<file path="config.mk">
export PLATFORM = sky130hd
export DESIGN_NAME = raz_multi_chn_gen
export DESIGN_NICKNAME = d
export VERILOG_FILES = /design/src/rtl/raz_multi_chn_gen.sv
export SDC_FILE = /design/constraint.sdc
export NUM_CORES = 1
export LEC_CHECK = 0
export ABC_AREA = 1
export CAP_MARGIN = 20
export CORE_MARGIN = 8
export CORE_UTILIZATION = 60
export CTS_CLUSTER_DIAMETER = 60
export CTS_CLUSTER_SIZE = 12
export DETAILED_ROUTE_END_ITERATION = 8
export GPL_ROUTABILITY_DRIVEN = 0
export PLACE_DENSITY = 0.77
export SLEW_MARGIN = 25
export SYNTH_ARGS = -nofsm -noshare
export SYNTH_HDL_FRONTEND = slang
export SYNTH_SLANG_ARGS = --single-unit
export TNS_END_PERCENT = 100
</file>
<file path="constraint.sdc">
create_clock -name Clk -period 3.5 [get_ports Clk]
set_clock_uncertainty 0.2 [all_clocks]
set_input_delay 0.7 -clock Clk [delete_from_list [all_inputs] [get_ports Clk]]
set_output_delay 0.7 -clock Clk [all_outputs]
set_load 0.03 [all_outputs]
</file>
<file path="src/rtl/raz_multi_chn_gen.sv">
// ----------------------------------------------------------------------------
// raz_multi_chn_gen : multi-channel external RAZ pulse generator   rev 1.0
// ----------------------------------------------------------------------------
`default_nettype none

module raz_multi_chn_gen #(
  parameter int N_CHN       = 4,
  parameter int DLY_W       = 6,
  parameter int WID_W       = 8,
  parameter int SYNC_STAGES = 2
) (
  input  logic             Clk,
  input  logic             reset_n,
  input  logic [N_CHN-1:0] TriggerIn,
  input  logic [N_CHN-1:0] RazEn,
  input  logic             GlobalMode,
  input  logic [DLY_W-1:0] DelayTime,
  input  logic [WID_W-1:0] PulseWidth,
  input  logic [WID_W-1:0] HoldOff,
  input  logic             ForceRaz,
  input  logic             ClearMissed,
  output logic [N_CHN-1:0] RAZ_CHN,
  output logic [N_CHN-1:0] Busy,
  output logic [15:0]      MissedCnt
);

  localparam int c_CNT_W = (DLY_W > WID_W) ? DLY_W : WID_W;

  typedef enum logic [1:0] {
    S_IDLE  = 2'd0,
    S_DELAY = 2'd1,
    S_PULSE = 2'd2,
    S_HOLD  = 2'd3
  } state_t;

  logic [SYNC_STAGES-1:0][N_CHN-1:0] r_sync;
  logic [N_CHN-1:0]                  r_prev;
  logic [15:0]                       r_missed;
  logic [N_CHN-1:0]                  w_rise;
  logic [N_CHN-1:0]                  w_req;
  logic [N_CHN-1:0]                  w_start;
  logic [N_CHN-1:0]                  w_idle;
  logic                              w_miss;
  logic [WID_W-1:0]                  w_width_eff;
  logic [c_CNT_W-1:0]                w_dly_m1;
  logic [c_CNT_W-1:0]                w_wid_m1;

  always_ff @(posedge Clk or negedge reset_n) begin
    if (!reset_n) begin
      r_sync <= '0;
      r_prev <= '0;
    end else begin
      r_sync <= {r_sync[SYNC_STAGES-2:0], TriggerIn};
      r_prev <= r_sync[SYNC_STAGES-1];
    end
  end

  assign w_rise  = r_sync[SYNC_STAGES-1] & ~r_prev;
  assign w_req   = w_rise & RazEn;
  // In global mode one accepted rise fans out to every enabled channel
  assign w_start = GlobalMode ? ({N_CHN{|w_req}} & RazEn) : w_req;
  assign w_miss  = |(w_start & ~w_idle);

  assign w_width_eff = (PulseWidth == '0) ? {{(WID_W-1){1'b0}}, 1'b1} : PulseWidth;
  assign w_dly_m1    = c_CNT_W'(DelayTime) - c_CNT_W'(1);
  assign w_wid_m1    = c_CNT_W'(w_width_eff) - c_CNT_W'(1);

  always_ff @(posedge Clk or negedge reset_n) begin
    if (!reset_n) begin
      r_missed <= '0;
    end else if (ClearMissed) begin
      r_missed <= '0;
    end else if (w_miss && (r_missed != 16'hFFFF)) begin
      r_missed <= r_missed + 16'd1;
    end
  end

  assign MissedCnt = r_missed;

  generate
    for (genvar g = 0; g < N_CHN; g++) begin : g_chn
      state_t             r_state;
      logic [c_CNT_W-1:0] r_cnt;
      logic [WID_W-1:0]   r_wid;
      logic [WID_W-1:0]   r_hold;
      logic               r_raz;
      logic               r_busy;

      // Outputs are computed from the next state so they align with it
      always_ff @(posedge Clk or negedge reset_n) begin
        if (!reset_n) begin
          r_state <= S_IDLE;
          r_cnt   <= '0;
          r_wid   <= '0;
          r_hold  <= '0;
          r_raz   <= 1'b0;
          r_busy  <= 1'b0;
        end else begin
          r_raz <= ForceRaz;
          case (r_state)
            S_IDLE: begin
              if (w_start[g]) begin
                r_wid  <= w_width_eff;
                r_hold <= HoldOff;
                r_busy <= 1'b1;
                if (DelayTime == '0) begin
                  r_state <= S_PULSE;
                  r_cnt   <= w_wid_m1;
                  r_raz   <= 1'b1;
                end else begin
                  r_state <= S_DELAY;
                  r_cnt   <= w_dly_m1;
                end
              end
            end
            S_DELAY: begin
              if (r_cnt == '0) begin
                r_state <= S_PULSE;
                r_cnt   <= c_CNT_W'(r_wid) - c_CNT_W'(1);
                r_raz   <= 1'b1;
              end else begin
                r_cnt <= r_cnt - c_CNT_W'(1);
              end
            end
            S_PULSE: begin
              if (r_cnt == '0) begin
                if (r_hold != '0) begin
                  r_state <= S_HOLD;
                  r_cnt   <= c_CNT_W'(r_hold) - c_CNT_W'(1);
                end else begin
                  r_state <= S_IDLE;
                  r_busy  <= 1'b0;
                end
              end else begin
                r_cnt <= r_cnt - c_CNT_W'(1);
                r_raz <= 1'b1;
              end
            end
            S_HOLD: begin
              if (r_cnt == '0) begin
                r_state <= S_IDLE;
                r_busy  <= 1'b0;
              end else begin
                r_cnt <= r_cnt - c_CNT_W'(1);
              end
            end
            default: begin
              r_state <= S_IDLE;
              r_busy  <= 1'b0;
            end
          endcase
        end
      end

      assign w_idle[g]  = (r_state == S_IDLE);
      assign RAZ_CHN[g] = r_raz;
      assign Busy[g]    = r_busy;
    end
  endgenerate

endmodule

`default_nettype wire

</file>
==> results summary, run 1 <==
The total of endpoints with negative setup slack in the final report is 0. The all-layer global routing usage came out at 0.269. The number of setup buffers added after CTS is 0. The total area inside the core boundary comes to 15600 um2. The checks that failed: negative hold slack.

In the final routed layout, each cell accounts on average for 16.3 um. The buffer cell driving the clock tree root is clkbuf_16. The required time of the worst setup path is 3660 ps. The area fraction of the dominant cell type after synthesis is 0.372.

The number of pins with negative max-slew slack in the final report was 0. Traced cell by cell, the critical path runs through clkdlybuf4s50_1 -> inv_1 -> nand2_1 -> nor2_1 -> nand2_1 -> nand2_2 -> inv_2 -> ha_1 -> o21ai_0 -> buf_4 -> o21ai_0 -> o21ai_1. The clock tree from TritonCTS is done. The initial antenna violation count came to 1. The startpoint identified for the worst register-to-register timing path is g_chn[2].r_cnt[0].

The worst path needs 2880 ps of the cycle, external delays included. The number of DRC violations after detailed-routing iteration 0 came out at 942. The worst hold path belongs to the class in2async. The cell type with the largest total area after synthesis is dfrtp_1.

The via density per instance is 5.63. For this run, the leading register cell type out of synthesis is dfrtp_1. The total grt overflow came out at 0.

By area the synthesized netlist is led by dfrtp_1 (37%), nand2_1 (14%), nand3_1 (7.0%). For this design the ratio of total power to cell area is 879 nW/um2. The minimum hold slack came out at -3.17 ps. In this run, synthesis inferred 0 flip-flops with an integrated enable.

The clock power share is 0.197. The die area is 20000 um2. Setup repair after global routing left no endpoint under its margin. The row count came out at 46.

The largest stage delay on the critical path came out at 530 ps. The count of TritonRoute iterations in the first routing pass is 6. The number of placed cells counting well taps is 1575. The clock input transition at the sequential cells of the worst setup and hold paths is 60 ps. Of the total power, the share spent switching nets is 0.466. The number of nets in the synthesized netlist is 1400. The proportion of synthesized flip-flops having asynchronous set or reset came out at 1.00. The share of synthesized area occupied by flip-flops and latches is 0.372.

The data arrival time of the critical path came out at 3040 ps. The number of instances in the synthesized netlist is 1332. Ranked by instance count, the synthesized netlist is headed by nand2_1 (354), inv_1 (158), dfrtp_1 (140).

The type of the setup path with the least slack is in2reg. The half-perimeter wire length after detailed placement is 19000 um. The largest individual stage delay along the critical path comes from the cell clkdlybuf4s50_1.

The peak supply drop is 0.000423 V. The most critical setup path has its startpoint at PulseWidth[3]. The average instance in the mapped netlist occupies 7.07 um2. The clock net sink count is 140. In this run the worst path has a maximum fanout of 5.

The maximum buffer depth of the clock tree is 2. After synthesis the cells add up to 9420 um2. The slew of the pin with the lowest slew margin is 927 ps. In this run, CTS created clock tree buffers numbering 17.

In this run, distinct cell masters in the synthesized netlist total 46. The max-cap violation count is 0. The net switching power figure came out at 4.39 mW.

The flop-to-flop setup slack came out at 940 ps. The flop and latch count out of synthesis is 140. The maximum number of pins on one net before global-route repair is 61. Gates resized during post-CTS repair numbered 0. The number of global-route vias before repair is 8562. The flow ran to the end, but the final reports show violations. The die is 141 um tall. The total vias in the final route came out at 9053. The kind of end point of the critical path is a register.

The worst setup path is launched from a primary input. The post-route non-filler standard cell count is 1607. The count of filler cells inserted in the layout is 1331.

The fraction of the cycle the final worst path needs came out at 0.823. The area growth from synthesis to layout came out at 13.8%. The antenna diode count is 0. The part of the total power dissipated in combinational logic is 0.499. The net count reported at finish is 1446.

The total design power is 9.42 mW. The reported leakage power is 5.22 nW. The number of buffers inserted by hold repair at cts is 0.

The first global-routing pass estimated 42600 um of wire. The sequential group share of total power is 0.304. For this configuration, the core starts out at a cell density of 0.604.

The number of endpoints with negative hold slack in the final report is 4. The die is 141 um wide. In this run the count of I/O pins placed on the die edge is 59. The internal power component came out at 5.03 mW.

The synthesis warning total is 0. The number of buffer cells added on primary ports came out at 58. Based on the critical path, the design can be clocked at up to 0.347 GHz. The worst-skew pair later-pin latency came out at 430 ps. The post-detailed-routing wire length is 26200 um.

The number of levels the H-tree was split into is 4. The final setup TNS came out at 0 ps. The count of antenna-violating nets left after detailed routing came out at 0. The worst slew slack as a fraction of its limit came out at 0.381. The proportion of layout cells with a drive suffix above 1 came out at 0.0654.

The number of remaining DRC errors is 0. The cell with the most instances after synthesis is nand2_1.
==> sequential cells by signal, summed over array words and instances, names as in the netlist <==
register and flops:
g_chn.r_state 8, g_chn.r_raz 4, r_sync 8, g_chn.r_hold 32, g_chn.r_busy 4, r_prev 4
MissedCnt 16, g_chn.r_cnt 32, g_chn.r_wid 32
==> placed cells by master, fill, tap and decap left out, types with 3 or more instances in the layout <==
master             n
a22oi_1            4
o31ai_1            3
clkbuf_16         17
a21boi_1           3
clkinv_4           4
nand2_1          354
inv_6              5
nand4_1           35
clkdlybuf4s50_1   57
nand2_2            6
o211ai_1           4
nor2_4             4
o21ai_2            3
o21ai_1           14
nand3_1          132
nor2_2            14
a31oi_1            5
inv_2              7
a21oi_1           52
ha_1              33
dfrtp_1          140
o21ai_0          115
nor2_1           109
nor3_1            14
buf_4             10
inv_1            158
nand3_2            3
o22ai_1            9
xnor2_1           16
xor2_1            35
==> power groups by stage <==
| stage | Combinational, mW | Clock (mW) | Sequential (mW) |
|---|---|---|---|
| after global placement | 4.52 | 0 | 2.85 |
| after floorplan | 3.60 | 0 | 2.73 |
| final | 4.70 | 1.86 | 2.86 |
| after detailed placement | 4.60 | 0 | 2.85 |
| after global routing | 5.32 | 1.95 | 2.94 |
| after CTS | 4.65 | 1.88 | 2.85 |
==> worst paths after layout <==
kind / endpoint / cells past startpoint
min in group Clk: r_sync[7] / 0
worst min-delay path: r_sync[0] / 1
max in group asynchronous: g_chn[3].r_busy / 2
worst max-delay path: g_chn[0].r_cnt[1] / 12
worst min register to register: r_sync[7] / 0
worst max register to register: g_chn[2].r_cnt[1] / 9
==> stage by stage <==
stage / utilization / worst slack (ps) / cell area [um2]
2_1_floorplan: - / 1210 / 9420
3_3_place_gp: 0.649 / 263 / 10100
3_5_place_dp: 0.649 / 186 / 10100
4_1_cts: 0.688 / 623 / 10700
5_1_grt: 0.688 / 435 / 10700
6_report: 0.688 / 619 / 10700
==> logic make-up after synthesis <==
family / share of synthesized area
and+or+nand+nor: 0.319
xor gates and xnor gates: 0.0474
DFF: 0.372
buffers and inverters: 0.0915
adders and majority gates: 0.0438
AOI/OAI and AO/OA: 0.126
==> layout make-up <==
type / instances / area (um2) / share of cell area
Inverter: 165 / 619 / 0.0577
Clock buffer: 18 / 439 / 0.0409
Sequential cell: 140 / 3500 / 0.327
Tap cell: 216 / 270 / 0.0252
Clock inverter: 14 / 159 / 0.0148
Multi-Input combinational cell: 985 / 5060 / 0.472
Timing Repair Buffer: 69 / 677 / 0.0631
==> worst max-delay path: cells and delay by family <==
family	cells	cell delay, ps
buffers and inverters	4	1020
AND/OR/NAND/NOR	4	420
AO/OA/AOI/OAI	3	640
adder cells (fa/ha/maj)	1	260
==> layer usage <==
layer  wire length, um  track usage
met1             11300        0.350
met2             12000        0.425
met3              1980       0.0585
met4               890        0.116
met5                 9            0
No activity file was read; power rests on OpenSTA's default activity.
==> run 2: changes to the inputs <==
--- a/config.mk
+++ b/config.mk
@@ -8,12 +8,12 @@
 export ABC_AREA = 1
 export CAP_MARGIN = 20
 export CORE_MARGIN = 8
-export CORE_UTILIZATION = 60
+export CORE_UTILIZATION = 55
 export CTS_CLUSTER_DIAMETER = 60
 export CTS_CLUSTER_SIZE = 12
 export DETAILED_ROUTE_END_ITERATION = 8
 export GPL_ROUTABILITY_DRIVEN = 0
-export PLACE_DENSITY = 0.77
+export PLACE_DENSITY = 0.74
 export SLEW_MARGIN = 25
 export SYNTH_ARGS = -nofsm -noshare
 export SYNTH_HDL_FRONTEND = slang
==> constraint.sdc (replaced) <==
create_clock -name Clk -period 2.5 [get_ports Clk]
set_clock_uncertainty 0.2 [all_clocks]
set_input_delay 0.5 -clock Clk [delete_from_list [all_inputs] [get_ports Clk]]
set_output_delay 0.5 -clock Clk [all_outputs]
set_load 0.03 [all_outputs]
==> run 2 against run 1 <==
The run now ends clean. Hold slack better by 150 ps. Critical path depth is 11 lower. Critical endpoint is now MissedCnt[12]. Non-clock buffer count is 58 higher. Sequential cell count stayed put. Die area is 8.0% higher. Largest cell class unchanged. Worst setup slack worse by 490 ps.
==> results summary, run 2 (same netlist as run 1, synthesis figures left out) <==
The kind of end point of the critical path is an output pin. The max-cap violation count is 0. The worst path in the final design needs a cycle of 2370 ps, including I/O delays and setup.

Traced cell by cell, the critical path runs through clkdlybuf4s50_1. The top cell types in the final layout, fill and taps aside, are nand2_1 (354), inv_1 (158), dfrtp_1 (140). The worst hold path belongs to the class reg2reg. Entering global routing, the biggest net connects 53 pins.

The cell at the slowest stage of the critical path is clkdlybuf4s50_1. The instance count on the critical path came out at 1. Once detailed placement completed, the half-perimeter wirelength came to 20500 um. The number of remaining DRC errors is 0.

In the final layout, the multi-input gates occupy 5060 um2. The starting density of the core came out at 0.554. The die area is 21600 um2. The largest single stage delay on the critical path is 740 ps. Leaving out fill and tap cells, the most frequent cell in the layout is nand2_1.

The count of antenna-violating nets left after detailed routing is 0. The number of buffers and inverters on the critical path is 1. The detailed router placed 9343 vias in this run. The maximum buffer depth of the clock tree came out at 2. TritonCTS built the clock tree. The number of pins with negative max-slew slack in the final report is 0. The required time of the worst setup path is 1800 ps. The number of global-route vias before repair came out at 8817. The clock input transition at the sequential cells of the worst setup and hold paths is 70 ps. At the placement stage, the worst setup path has a slack of -250 ps. The storage element area came out at 3500 um2. Using the TritonRoute via totals, the vias-per-cell ratio works out to 5.58. STA classifies the critical path startpoint as a register. The row count came out at 48. The fraction of the cycle the final worst path needs is 0.948. At the pin with the least slew margin, the transition time is 618 ps. The maximum fanout count along the critical path is 7. The completed layout was analyzed and its total power is 13.4 mW. The flow ran to the end, and the final reports show no timing, DRC or antenna violations.

Across all hold checks on the routed design, the worst slack comes to 148 ps. The antenna diode count came out at 0. The initial antenna violation count is 0.

The worst-skew pair later-pin latency is 440 ps. The total grt overflow is 0. For this design, the sink count on the clock tree is 140. The final routed wire length divided by cell count is 16.4 um. The length in cells of the worst reg-to-reg path is 10. Across the VDD grid, the largest voltage drop is 0.000567 V. Data on the critical path arrives at its endpoint at 1670 ps.

The count of TritonRoute iterations in the first routing pass is 6. The area growth from synthesis to layout is 19.2%. The all-layer global routing usage came out at 0.257. The worst register-to-register path ends at g_chn[2].r_cnt[4]. Input and output buffers added on the ports amount to 58. The number of DRC violations after detailed-routing iteration 0 is 692. The post-detailed-routing wire length is 27400 um.

The setup slack of the critical path after layout came out at 129 ps. The vertical extent of the die is 147 um. The width of the die is 147 um. The cell sitting at the root of the clock tree is a clkbuf_16. The number of endpoints with negative hold slack in the final report is 0.

The power per unit of standard cell area is 1190 nW/um2. For this design the static power due to leakage is 5.52 nW. The cell family contributing the most delay on the critical path is buffers and inverters.

The critical path starts at MissedCnt[12]. In the final layout, the registers with the most flip-flops are g_chn.r_cnt (32), g_chn.r_hold (32), g_chn.r_wid (32). The flop-to-flop setup slack came out at 180 ps. Setup repair after global routing left no endpoint under its margin. For this design the top-level I/O count stands at 59. The net count reported at finish is 1504. The count of filler cells inserted in the layout came out at 1484. The first-pass GRT wire length is 44700 um. The worst slew slack as a fraction of its limit came out at 0.585.

The total of endpoints with negative setup slack in the final report came out at 0. The proportion of layout cells with a drive suffix above 1 came out at 0.104. By startpoint and endpoint, the worst setup path is classified as reg2out. Measured on the finished design, the core utilization comes to 0.661. The number of buffers created by CTS is 17. The maximum achievable frequency is 0.422 GHz.

The region available for standard cell placement spans 17000 um2. The critical path ends at MissedCnt[12]. In this run the critical register-to-register path is launched from g_chn[2].r_cnt[0]. The clock tree synthesis step divided the H-tree into 4 levels.
-- run 2: per-stage QoR --
stage,std cells,instance area [um2],setup TNS (ps)
after floorplan,1332,9420,0
after global placement,1641,10600,-1800
after detailed placement,1641,10600,-4130
after CTS,1674,11200,0
after global routing,1674,11200,0
final,1674,11200,0
-- run 2: cell type report --
| class | count | area share |
|---|---|---|
| clock buffer | 17 | 0.0379 |
| clock inverter | 15 | 0.0131 |
| inverter | 165 | 0.0551 |
| multi-input combinational | 985 | 0.451 |
| sequential | 140 | 0.312 |
| tap | 225 | 0.0251 |
| timing repair buffer | 127 | 0.106 |
-- run 2: how the worst min path moves through the flow --
stage	depth (start not counted)	end	from	slack [ps]
6_report	0	r_sync[6]	r_sync[2]	150
5_1_grt	0	r_sync[6]	r_sync[2]	160
4_1_cts	0	r_sync[6]	r_sync[2]	150
3_5_place_dp	0	r_sync[6]	r_sync[2]	130
3_3_place_gp	0	r_sync[7]	r_sync[3]	130
2_1_floorplan	0	MissedCnt[0]	reset_n	4
-- run 2: per-layer routing --
metal,track usage,share of wire
met1,0.331,0.43
met2,0.408,0.46
met3,0.0471,0.072
met4,0.127,0.042
met5,0,0
-- run 2: what timing repair did --
action	in CTS	in global routing
resized for setup	0	2
endpoints found under the setup margin	0	4
setup buffers	0	0
hold buffers	1	0
hold endpoints to repair	49	0
-- run 2: where the power goes --
| group | switching [mW] | leakage [nW] | total, mW | internal [mW] |
|---|---|---|---|---|
| Combinational | 4.34 | 3.52 | 6.90 | 2.56 |
| Clock | 1.14 | 0.280 | 2.47 | 1.33 |
| Sequential | 0.800 | 1.72 | 4.00 | 3.20 |
==> run 3: changes to the inputs <==
--- a/config.mk
+++ b/config.mk
@@ -13,8 +13,9 @@
 export CTS_CLUSTER_SIZE = 12
 export DETAILED_ROUTE_END_ITERATION = 8
 export GPL_ROUTABILITY_DRIVEN = 0
+export HOLD_SLACK_MARGIN = 0.15
 export PLACE_DENSITY = 0.74
-export SLEW_MARGIN = 25
+export SLEW_MARGIN = 15
 export SYNTH_ARGS = -nofsm -noshare
 export SYNTH_HDL_FRONTEND = slang
 export SYNTH_SLANG_ARGS = --single-unit
==> results of run 3 <==
The final DEF is identical to that of run 2; final timing and power are the same.
